**config.mk**
```make
export PLATFORM = sky130hd
export DESIGN_NAME = uart_txrx
export DESIGN_NICKNAME = d
export VERILOG_FILES = /design/src/rtl/uart_pkg.sv /design/src/rtl/uart_baud_gen.sv /design/src/rtl/uart_txrx.sv
export SDC_FILE = /design/constraint.sdc
export NUM_CORES = 1
export LEC_CHECK = 0
export CORE_MARGIN = 2
export CORE_UTILIZATION = 35
export DETAILED_ROUTE_END_ITERATION = 8
export PLACE_DENSITY_LB_ADDON = 0.2
export SLEW_MARGIN = 5
export SYNTH_ARGS = -nofsm -noshare
export SYNTH_HDL_FRONTEND = slang
export SYNTH_HIERARCHICAL = 1
export SYNTH_SLANG_ARGS = --single-unit
```
**constraint.sdc**
```tcl
create_clock -name clk -period 3.7 [get_ports clk]
set_input_delay 0.37 -clock clk [delete_from_list [all_inputs] [get_ports clk]]
set_output_delay 0.37 -clock clk [all_outputs]
set_load 0.02 [all_outputs]
```
**src/rtl/uart_pkg.sv**
```systemverilog
// uart_pkg: definitions shared by the UART core and its baud-tick divider.
//   uart_state_e : frame-level state, used by both the TX and the RX FSM
//   START_BIT    : line level of the start bit
//   STOP_BIT     : line level of the stop bit (and of the idle line)
//   calc_div     : clocks per oversampling tick, integer-truncated
package uart_pkg;

    typedef enum logic [1:0] {
        IDLE,
        START,
        DATA,
        STOP
    } uart_state_e;

    localparam logic START_BIT = 1'b0;
    localparam logic STOP_BIT  = 1'b1;

    function automatic int unsigned calc_div(input int unsigned clock_freq,
                                             input int unsigned baud_rate,
                                             input int unsigned oversample);
        return clock_freq / (baud_rate * oversample);
    endfunction

endpackage

```
**src/rtl/uart_baud_gen.sv**
```systemverilog
// uart_baud_gen: free-running divider producing the oversampling tick.
//   clk  : system clock
//   rst  : synchronous, active-low reset (clears the counter)
//   tick : one-cycle pulse every DIV clocks (when the counter reaches DIV-1)
module uart_baud_gen #(
    parameter int unsigned DIV = 651
) (
    input  logic clk,
    input  logic rst,
    output logic tick
);

    localparam int unsigned    CW   = (DIV > 1) ? $clog2(DIV) : 1;
    localparam logic [CW-1:0]  LAST = CW'(DIV - 1);

    logic [CW-1:0] cnt_q, cnt_d;

    always_comb begin
        tick  = (cnt_q == LAST);
        cnt_d = tick ? '0 : cnt_q + CW'(1);
    end

    always_ff @(posedge clk) begin
        if (!rst) begin
            cnt_q <= '0;
        end else begin
            cnt_q <= cnt_d;
        end
    end

endmodule

```
**src/rtl/uart_txrx.sv**
```systemverilog
// uart_txrx: full-duplex 8N1 UART (transmitter + receiver, shared baud tick).
//   clk          : system clock, rising edge
//   rst          : synchronous, active-low reset
//   tx_start     : send request, honoured only while the transmitter is idle
//   tx_data      : byte to send, captured when tx_start is accepted
//   tx           : serial output, idles high
//   tx_busy      : high from the accepted tx_start to the end of the stop bit
//   tx_done_tick : one-cycle pulse at the end of the stop bit
//   rx           : serial input (asynchronous, synchronised internally)
//   rx_data      : last correctly framed byte, held until the next one
//   rx_done_tick : one-cycle pulse when rx_data updates
//   rx_frame_err : one-cycle pulse when the stop bit samples low
module uart_txrx
    import uart_pkg::*;
#(
    parameter int unsigned CLOCK_FREQ = 100_000_000,
    parameter int unsigned BAUD_RATE  = 9600,
    parameter int unsigned DBIT       = 8,
    parameter int unsigned OVERSAMPLE = 16
) (
    input  logic            clk,
    input  logic            rst,
    input  logic            tx_start,
    input  logic [DBIT-1:0] tx_data,
    output logic            tx,
    output logic            tx_busy,
    output logic            tx_done_tick,
    input  logic            rx,
    output logic [DBIT-1:0] rx_data,
    output logic            rx_done_tick,
    output logic            rx_frame_err
);

    localparam int unsigned DIV = calc_div(CLOCK_FREQ, BAUD_RATE, OVERSAMPLE);

    // Tick counter counts oversampling ticks within one bit.
    localparam int unsigned    SW     = (OVERSAMPLE > 1) ? $clog2(OVERSAMPLE) : 1;
    localparam logic [SW-1:0]  S_LAST = SW'(OVERSAMPLE - 1);
    localparam logic [SW-1:0]  S_MID  = SW'(OVERSAMPLE / 2 - 1);

    // Bit counter counts data bits within one frame.
    localparam int unsigned    NW     = (DBIT > 1) ? $clog2(DBIT) : 1;
    localparam logic [NW-1:0]  N_LAST = NW'(DBIT - 1);

    logic tick;

    uart_baud_gen #(
        .DIV (DIV)
    ) u_baud_gen (
        .clk  (clk),
        .rst  (rst),
        .tick (tick)
    );

    // ------------------------------------------------------------------
    // Transmitter
    // ------------------------------------------------------------------
    uart_state_e     tx_state_q, tx_state_d;
    logic [SW-1:0]   tx_s_q, tx_s_d;
    logic [NW-1:0]   tx_n_q, tx_n_d;
    logic [DBIT-1:0] tx_b_q, tx_b_d;
    logic            tx_q, tx_d;
    logic            tx_done_q, tx_done_d;

    always_comb begin
        tx_state_d = tx_state_q;
        tx_s_d     = tx_s_q;
        tx_n_d     = tx_n_q;
        tx_b_d     = tx_b_q;
        tx_done_d  = 1'b0;

        unique case (tx_state_q)
            IDLE: begin
                if (tx_start) begin
                    tx_b_d     = tx_data;
                    tx_s_d     = '0;
                    tx_n_d     = '0;
                    tx_state_d = START;
                end
            end
            START: begin
                if (tick) begin
                    if (tx_s_q == S_LAST) begin
                        tx_s_d     = '0;
                        tx_n_d     = '0;
                        tx_state_d = DATA;
                    end else begin
                        tx_s_d = tx_s_q + SW'(1);
                    end
                end
            end
            DATA: begin
                if (tick) begin
                    if (tx_s_q == S_LAST) begin
                        tx_s_d = '0;
                        tx_b_d = tx_b_q >> 1;
                        if (tx_n_q == N_LAST) begin
                            tx_state_d = STOP;
                        end else begin
                            tx_n_d = tx_n_q + NW'(1);
                        end
                    end else begin
                        tx_s_d = tx_s_q + SW'(1);
                    end
                end
            end
            STOP: begin
                if (tick) begin
                    if (tx_s_q == S_LAST) begin
                        tx_done_d  = 1'b1;
                        tx_state_d = IDLE;
                    end else begin
                        tx_s_d = tx_s_q + SW'(1);
                    end
                end
            end
            default: tx_state_d = IDLE;
        endcase

        // Line level follows the next state so tx is glitch-free and registered.
        unique case (tx_state_d)
            START:   tx_d = START_BIT;
            DATA:    tx_d = tx_b_d[0];
            default: tx_d = STOP_BIT;
        endcase
    end

    always_ff @(posedge clk) begin
        if (!rst) begin
            tx_state_q <= IDLE;
            tx_s_q     <= '0;
            tx_n_q     <= '0;
            tx_b_q     <= '0;
            tx_q       <= STOP_BIT;
            tx_done_q  <= 1'b0;
        end else begin
            tx_state_q <= tx_state_d;
            tx_s_q     <= tx_s_d;
            tx_n_q     <= tx_n_d;
            tx_b_q     <= tx_b_d;
            tx_q       <= tx_d;
            tx_done_q  <= tx_done_d;
        end
    end

    assign tx           = tx_q;
    assign tx_busy      = (tx_state_q != IDLE);
    assign tx_done_tick = tx_done_q;

    // ------------------------------------------------------------------
    // Receiver
    // ------------------------------------------------------------------
    logic [1:0]      rx_sync_q;
    logic            rx_s;
    uart_state_e     rx_state_q, rx_state_d;
    logic [SW-1:0]   rx_s_q, rx_s_d;
    logic [NW-1:0]   rx_n_q, rx_n_d;
    logic [DBIT-1:0] rx_b_q, rx_b_d;
    logic [DBIT-1:0] rx_data_q, rx_data_d;
    logic            rx_done_q, rx_done_d;
    logic            rx_err_q, rx_err_d;

    assign rx_s = rx_sync_q[1];

    always_comb begin
        rx_state_d = rx_state_q;
        rx_s_d     = rx_s_q;
        rx_n_d     = rx_n_q;
        rx_b_d     = rx_b_q;
        rx_data_d  = rx_data_q;
        rx_done_d  = 1'b0;
        rx_err_d   = 1'b0;

        unique case (rx_state_q)
            IDLE: begin
                // A held-low line restarts here at once, so a break keeps
                // producing framing errors.
                if (rx_s == START_BIT) begin
                    rx_s_d     = '0;
                    rx_state_d = START;
                end
            end
            START: begin
                if (tick) begin
                    if (rx_s_q == S_MID) begin
                        if (rx_s == STOP_BIT) begin
                            rx_state_d = IDLE;          // too short: glitch
                        end else begin
                            rx_s_d     = '0;
                            rx_n_d     = '0;
                            rx_state_d = DATA;
                        end
                    end else begin
                        rx_s_d = rx_s_q + SW'(1);
                    end
                end
            end
            DATA: begin
                if (tick) begin
                    if (rx_s_q == S_LAST) begin
                        rx_s_d = '0;
                        rx_b_d = {rx_s, rx_b_q[DBIT-1:1]};
                        if (rx_n_q == N_LAST) begin
                            rx_state_d = STOP;
                        end else begin
                            rx_n_d = rx_n_q + NW'(1);
                        end
                    end else begin
                        rx_s_d = rx_s_q + SW'(1);
                    end
                end
            end
            STOP: begin
                if (tick) begin
                    if (rx_s_q == S_LAST) begin
                        if (rx_s == STOP_BIT) begin
                            rx_data_d = rx_b_q;
                            rx_done_d = 1'b1;
                        end else begin
                            rx_err_d = 1'b1;
                        end
                        rx_state_d = IDLE;
                    end else begin
                        rx_s_d = rx_s_q + SW'(1);
                    end
                end
            end
            default: rx_state_d = IDLE;
        endcase
    end

    always_ff @(posedge clk) begin
        if (!rst) begin
            rx_sync_q  <= 2'b11;
            rx_state_q <= IDLE;
            rx_s_q     <= '0;
            rx_n_q     <= '0;
            rx_b_q     <= '0;
            rx_data_q  <= '0;
            rx_done_q  <= 1'b0;
            rx_err_q   <= 1'b0;
        end else begin
            rx_sync_q  <= {rx_sync_q[0], rx};
            rx_state_q <= rx_state_d;
            rx_s_q     <= rx_s_d;
            rx_n_q     <= rx_n_d;
            rx_b_q     <= rx_b_d;
            rx_data_q  <= rx_data_d;
            rx_done_q  <= rx_done_d;
            rx_err_q   <= rx_err_d;
        end
    end

    assign rx_data      = rx_data_q;
    assign rx_done_tick = rx_done_q;
    assign rx_frame_err = rx_err_q;

endmodule

```
Word-level counts from Yosys, hierarchy flattened
Cells that the tools add are included.
{ "word_totals": {"mem_bits_ro": 0, "mem_count": 0, "register_bits": 58, "ram_bits": 0, "latch_bits": 0, "word_cells": 129} }
{ "op_classes": {"muxes": 55, "magnitude_cmp": 0, "n_shift": 0, "n_div": 0, "eq_ne": 34, "add_sub_neg": 5, "bitwise": 1, "mul": 0, "reduce_logical": 18} }
{ "ops": {"columns": ["operator", "n"], "rows": [
  ["4-bit 2-to-1 mux", 12],
  ["2-bit != test, second input constant", 19],
  ["3-bit 2-to-1 mux", 12],
  ["2-bit 2-to-1 mux", 17],
  ["8-bit 2-to-1 mux", 3],
  ["4-bit AND reduction", 5],
  ["2-bit case mux with 4 select lines", 2],
  ["4-bit case mux with 4 select lines", 1],
  ["8-bit case mux with 2 select lines", 1],
  ["7-bit AND reduction", 2],
  ["4-bit case mux with 3 select lines", 1],
  ["10-bit by 1-bit adder with 10-bit output, second input constant", 1],
  ["10-bit equality test, second input constant", 1],
  ["2-bit equality test, second input constant", 5],
  ["3-bit case mux with 3 select lines", 1],
  ["4-bit by 1-bit adder with 4-bit output, second input constant", 2],
  ["4-bit equality test, second input constant", 2],
  ["8-bit AND reduction", 1],
  ["3-bit by 1-bit adder with 3-bit output, second input constant", 2],
  ["2-bit by 1-bit equality test with 1-bit output, second input constant", 3],
  ["3-bit equality test, second input constant", 2],
  ["3-bit case mux with 2 select lines", 1],
  ["3-bit AND reduction", 2],
  ["2-bit nonzero test", 3],
  ["other kinds (8)", 12]
]} }

Logic depth before layout (Yosys ltp)
{ "depth": {"ltp_word": 7, "depth_mapped": 9, "depth_no_buf": 9} }

Modules after synthesis
The synthesis kept the hierarchy.
{ "modules_own_cells": {"columns": ["module", "instances", "cells_per_inst", "seq_area_each_um2", "area_per_inst_um2"], "rows": [
  ["uart_txrx", 1, 250, 960.9, 2235.9],
  ["uart_baud_gen", 1, 50, 200.2, 461.7]
]} }

Worst setup path before layout
No wires, ideal clock.
{ "synth_path": {"path_type": "register to register", "startpoint": "register u_baud_gen.cnt_q[2]", "endpoint": "register tx_q, in the netlist tx", "setup_ns": 0.123, "synth_period_minus_slack_ns": 2.764, "stages_incl_launch_ff": 8, "setup_slack_ns": 0.936, "arrival_ns": 2.641, "required_time_ns": 3.577, "cell_sequence": "dfxtp_1 or4b_4 nor4_1 nand4_4 a211o_4 a222oi_1 nor4b_2 a31oi_1"} }
{ "synth_between": {"elab_chain_len": 5, "elab_cells_between_ends": 10, "classes_between": "3 x eq/ne; 7 x mux"} }
{ "synth_lines": {"columns": ["element", "line_no", "text"], "rows": [
  ["from (decl)", "uart_baud_gen.sv:16", "logic [CW-1:0] cnt_q, cnt_d;"],
  ["from (signal assigned)", "uart_baud_gen.sv:27", "cnt_q <= cnt_d;"],
  ["10-bit equality test (*)", "uart_baud_gen.sv:19", "tick = (cnt_q == LAST);"],
  ["via tick", "uart_txrx.sv:45", "logic tick;"],
  ["2-bit 2-to-1 mux, on equally long branches", "uart_txrx.sv:108, uart_txrx.sv:82, uart_txrx.sv:93", null],
  ["2-bit case mux with 4 select lines", "uart_txrx.sv:72", "unique case (tx_state_q)"],
  ["2-bit equality test or 2-bit by 1-bit equality test with 1-bit output (tied branches)", "uart_txrx.sv:121", "unique case (tx_state_d)"],
  ["1-bit case mux with 2 select lines (*)", "uart_txrx.sv:121", null],
  ["to (signal assigned)", "uart_txrx.sv:141", "tx_q <= tx_d;"],
  ["to (decl)", "uart_txrx.sv:62", "logic tx_q, tx_d;"]
]} }
Mark *: on every way through the listed nets, which the timed path passes. The rest lies on a longest branch. The select of a mux whose other input is x is not followed.
A chain may end at the register's enable or synchronous reset.

Worst setup path after layout
Same ends and word-level chain as after synthesis.

==> flow_summary_export.csv <==
group,metric,value,unit
outcome,status,"completed",
timing,fin_worst_skew,0.00811,ns
synthesis,ys_async_sr_fraction,0,%
job,drv_cap,0,
timing,final.min_clock_period,2.76,ns
floorplan,chipHeight,91.8,um
critical_path,critPathRequiredTime,3.93,ns
finish,final_cell_mix,"dfxtp_1, nor2_1, clkdlybuf4s50_1",
pwr,peakVddDrop,0.195,mV
floorplan,row_count,32,
critical_path,path_buf_inv,1,
cts,cts_sinks,58,
cts,numCtsBuffers,9,
floorplan,io_pins,25,
synthesis,synth-seq-cells,58,
finish,num_antenna_cells,0,
pwr,p_leak,1.14,nW
global_routing,grt.total_usage,13.7,%
floorplan,die_w,91.8,um
timing,drv_slew,0,
cts,cts_hold_buf,0,
critical_path,crit_end,"tx",
timing,rsz0062_at_grt,"false",
drt,vias,2207,
placed_design,dp_slack,0.969,ns
cts,htreeDepth,3,
global_routing,grt_pass1_wl,9340,um
drt,via_per_inst,5.09,
critical_path,r2r_start,"u_baud_gen/cnt_q[2]",
cts,path_clk_slew,0.07,ns
cts,clock_latency,0.34,ns
global_routing,grt_max_degree,30,
drt,drc_errors,0,
placed_design,dp_hpwl,3580,um
drt,wl,5300,um
placed_design,dp_cells,418,
cts,clock_path_buffers,2,
timing,timing.final.crit_share,74.7,%
cts,cts_setup_buffers,0,
synthesis,synth_fp_nets,324,
timing,layout_setup_ws,0.936,ns
critical_path,timing.rr.end,"tx",
critical_path,critPathArrivalTime,2.99,ns
finish,area_growth,21.5,%
critical_path,path_class,"reg -> reg",
timing,timing.final.hold_violations,0,
cts,cts.repair.resized,0,
worst_hold_path,hp-class,"reg -> reg",
drt,drtPass1Iterations,5,
synthesis,yosysSeqAreaShare,43.0,%
drt,ant_nets,0,
critical_path,critPathLaunch,"u_baud_gen/cnt_q[2]",
critical_path,crit_fanout,13,
cts,tritoncts,"built",
finish,drive_gt1_share,8.73,%
critical_path,worstSetupStartpointType,"flip-flop",
timing,final.setup.tns,0,ns
timing,setup_viol,0,
critical_path,r2r_slack,0.94,ns
placed_design,port_buffers,24,
finish,fillerInstances,742,
floorplan,dieArea,0.00843,mm^2
global_routing,grt_antenna_before_repair,0,
finish,final_common_cell,"dfxtp_1",
timing,fmax,362,MHz
floorplan,start_util,35.5,%
drt,post_drt_wl_per_cell,12.2,um
drt,drt-initial-drc-count,117,
finish,fin_nets,351,
critical_path,r2r_cells,8,
pwr,cellPowerDensity,436,mW/mm^2
critical_path,crit_slowest_cell,"or4b_4",
critical_path,cp-end-kind,"flip-flop",
pwr,p_total,1.43,mW
critical_path,crit_chain,"or4b_4, nor4_2, buf_4, nand4_4, a211o_4, a222oi_1, nor4b_2, a31oi_1",
placed_design,place.gp.congestion,0.821,
critical_path,cp.depth,8,
cts,root_buffer,"clkbuf_8",
finish,fin_cells,434,
timing,relSlewSlack,43.8,%
synthesis,synth_area_per_cell,8.99,um^2
synthesis,synth_ff_type,"dfxtp_1",
worst_hold_path,hold_depth,1,
timing,worstMarginPinSlew,0.837,ns
synthesis,synthDistinctLibCells,51,
synthesis,synth-edff-count,0,
floorplan,core-area,0.00761,mm^2
critical_path,cp_top_family,"simple AND/OR/NAND/NOR gates",
synthesis,ys_warn_count,6,
synthesis,syn_inst,300,
global_routing,grt_remaining_overflow,0,
global_routing,grt_pass1_vias,2093,
synthesis,synth_area,0.00270,mm^2
critical_path,max_stage_delay,0.56,ns
## report_power, final
part / leakage [nW] / switching, mW / internal [mW]
Sequential: 0.470 / 0.0132 / 0.640
Combinational: 0.559 / 0.0589 / 0.0506
Clock: 0.109 / 0.267 / 0.398
Total: 1.14 / 0.339 / 1.09
## per-layer routing
metal | global-route usage (%) | routed length (um) | vias to the layer above
met3 | 3.86 | 246 | 11
met1 | 18.1 | 2680 | 1001
met4 | 6.72 | 120 | 0
met5 | 0 | 0 | -
li1 | - | - | 1151
met2 | 20.5 | 2260 | 44
## metrics by stage
step                hold slack, ns  instance area, um^2  util [%]
floorplan                    0.386                 2700         -
global placement             0.391                 3050      40.1
detailed placement           0.391                 3050      40.1
CTS                          0.408                 3280      43.1
global route                 0.436                 3280      43.1
finish                       0.406                 3280      43.1
## state kept, by name (all words and copies together) (netlist names), named ones only
| signal | cells |
|---|---|
| u_baud_gen/cnt_q | 10 |
| rx_b_q | 8 |
| rx_data | 8 |
| tx_b_q | 8 |
| rx_s_q | 4 |
| tx_s_q | 4 |
| rx_n_q | 3 |
| tx_n_q | 3 |
| rx_sync_q | 2 |
| tx_state_q | 2 |
| rx_done_tick | 1 |
| rx_frame_err | 1 |
| rx_state_q | 1 |
| tx | 1 |
| tx_done_tick | 1 |
## synthesized netlist by cell type, drive strengths merged, types with 3 or more instances
cell / number / area (um^2)
or4b: 4 / 43.8
and2: 6 / 37.5
nand2b: 9 / 56.3
a21oi: 19 / 95.1
nand3: 11 / 55.1
a221oi: 6 / 52.6
dfxtp: 58 / 1160
o31ai: 3 / 22.5
nand2: 17 / 63.8
nor2: 46 / 178
inv: 10 / 37.5
or3: 6 / 37.5
mux2i: 19 / 190
a31oi: 3 / 18.8
ha: 12 / 150
nor3: 11 / 55.1
o21ai: 13 / 65.1
nand4: 5 / 46.3
clkbuf: 9 / 33.8
## cell type report
type	instances	area (um^2)	share of cell area, %
timing repair buffer	27	263	8.02
clock inverter	6	88.8	2.71
tap	102	128	3.89
inverter	11	41.3	1.26
clock buffer	10	138	4.20
sequential	58	1160	35.4
multi-input combinational	220	1460	44.5
## kinds of logic (layout without fill, tap and decap cells)
kind of cell             Yosys count  count (layout)  share of synthesized area, %
AND/OR/NAND/NOR                  124             124                          23.9
AO/OA/AOI/OAI                     62              62                          16.4
flip-flops                        58              58                          43.0
buffers and inverters             22              54                          3.11
multiplexers                      19              19                          7.05
adder cells (fa/ha/maj)           12              12                          5.57
XOR/XNOR                           3               3                         0.974
## how the worst min path moves through the flow
stage | startpoint | to | slack [ns]
2_1_floorplan | rx_sync_q[0] | rx_sync_q[1] | 0.39
3_3_place_gp | rx_sync_q[0] | rx_sync_q[1] | 0.39
3_5_place_dp | rx_sync_q[0] | rx_sync_q[1] | 0.39
4_1_cts | rx_sync_q[0] | rx_sync_q[1] | 0.41
5_1_grt | rx_sync_q[0] | rx_sync_q[1] | 0.44
6_report | rx_sync_q[0] | rx_sync_q[1] | 0.41
Power figures use the tool's default switching activity.
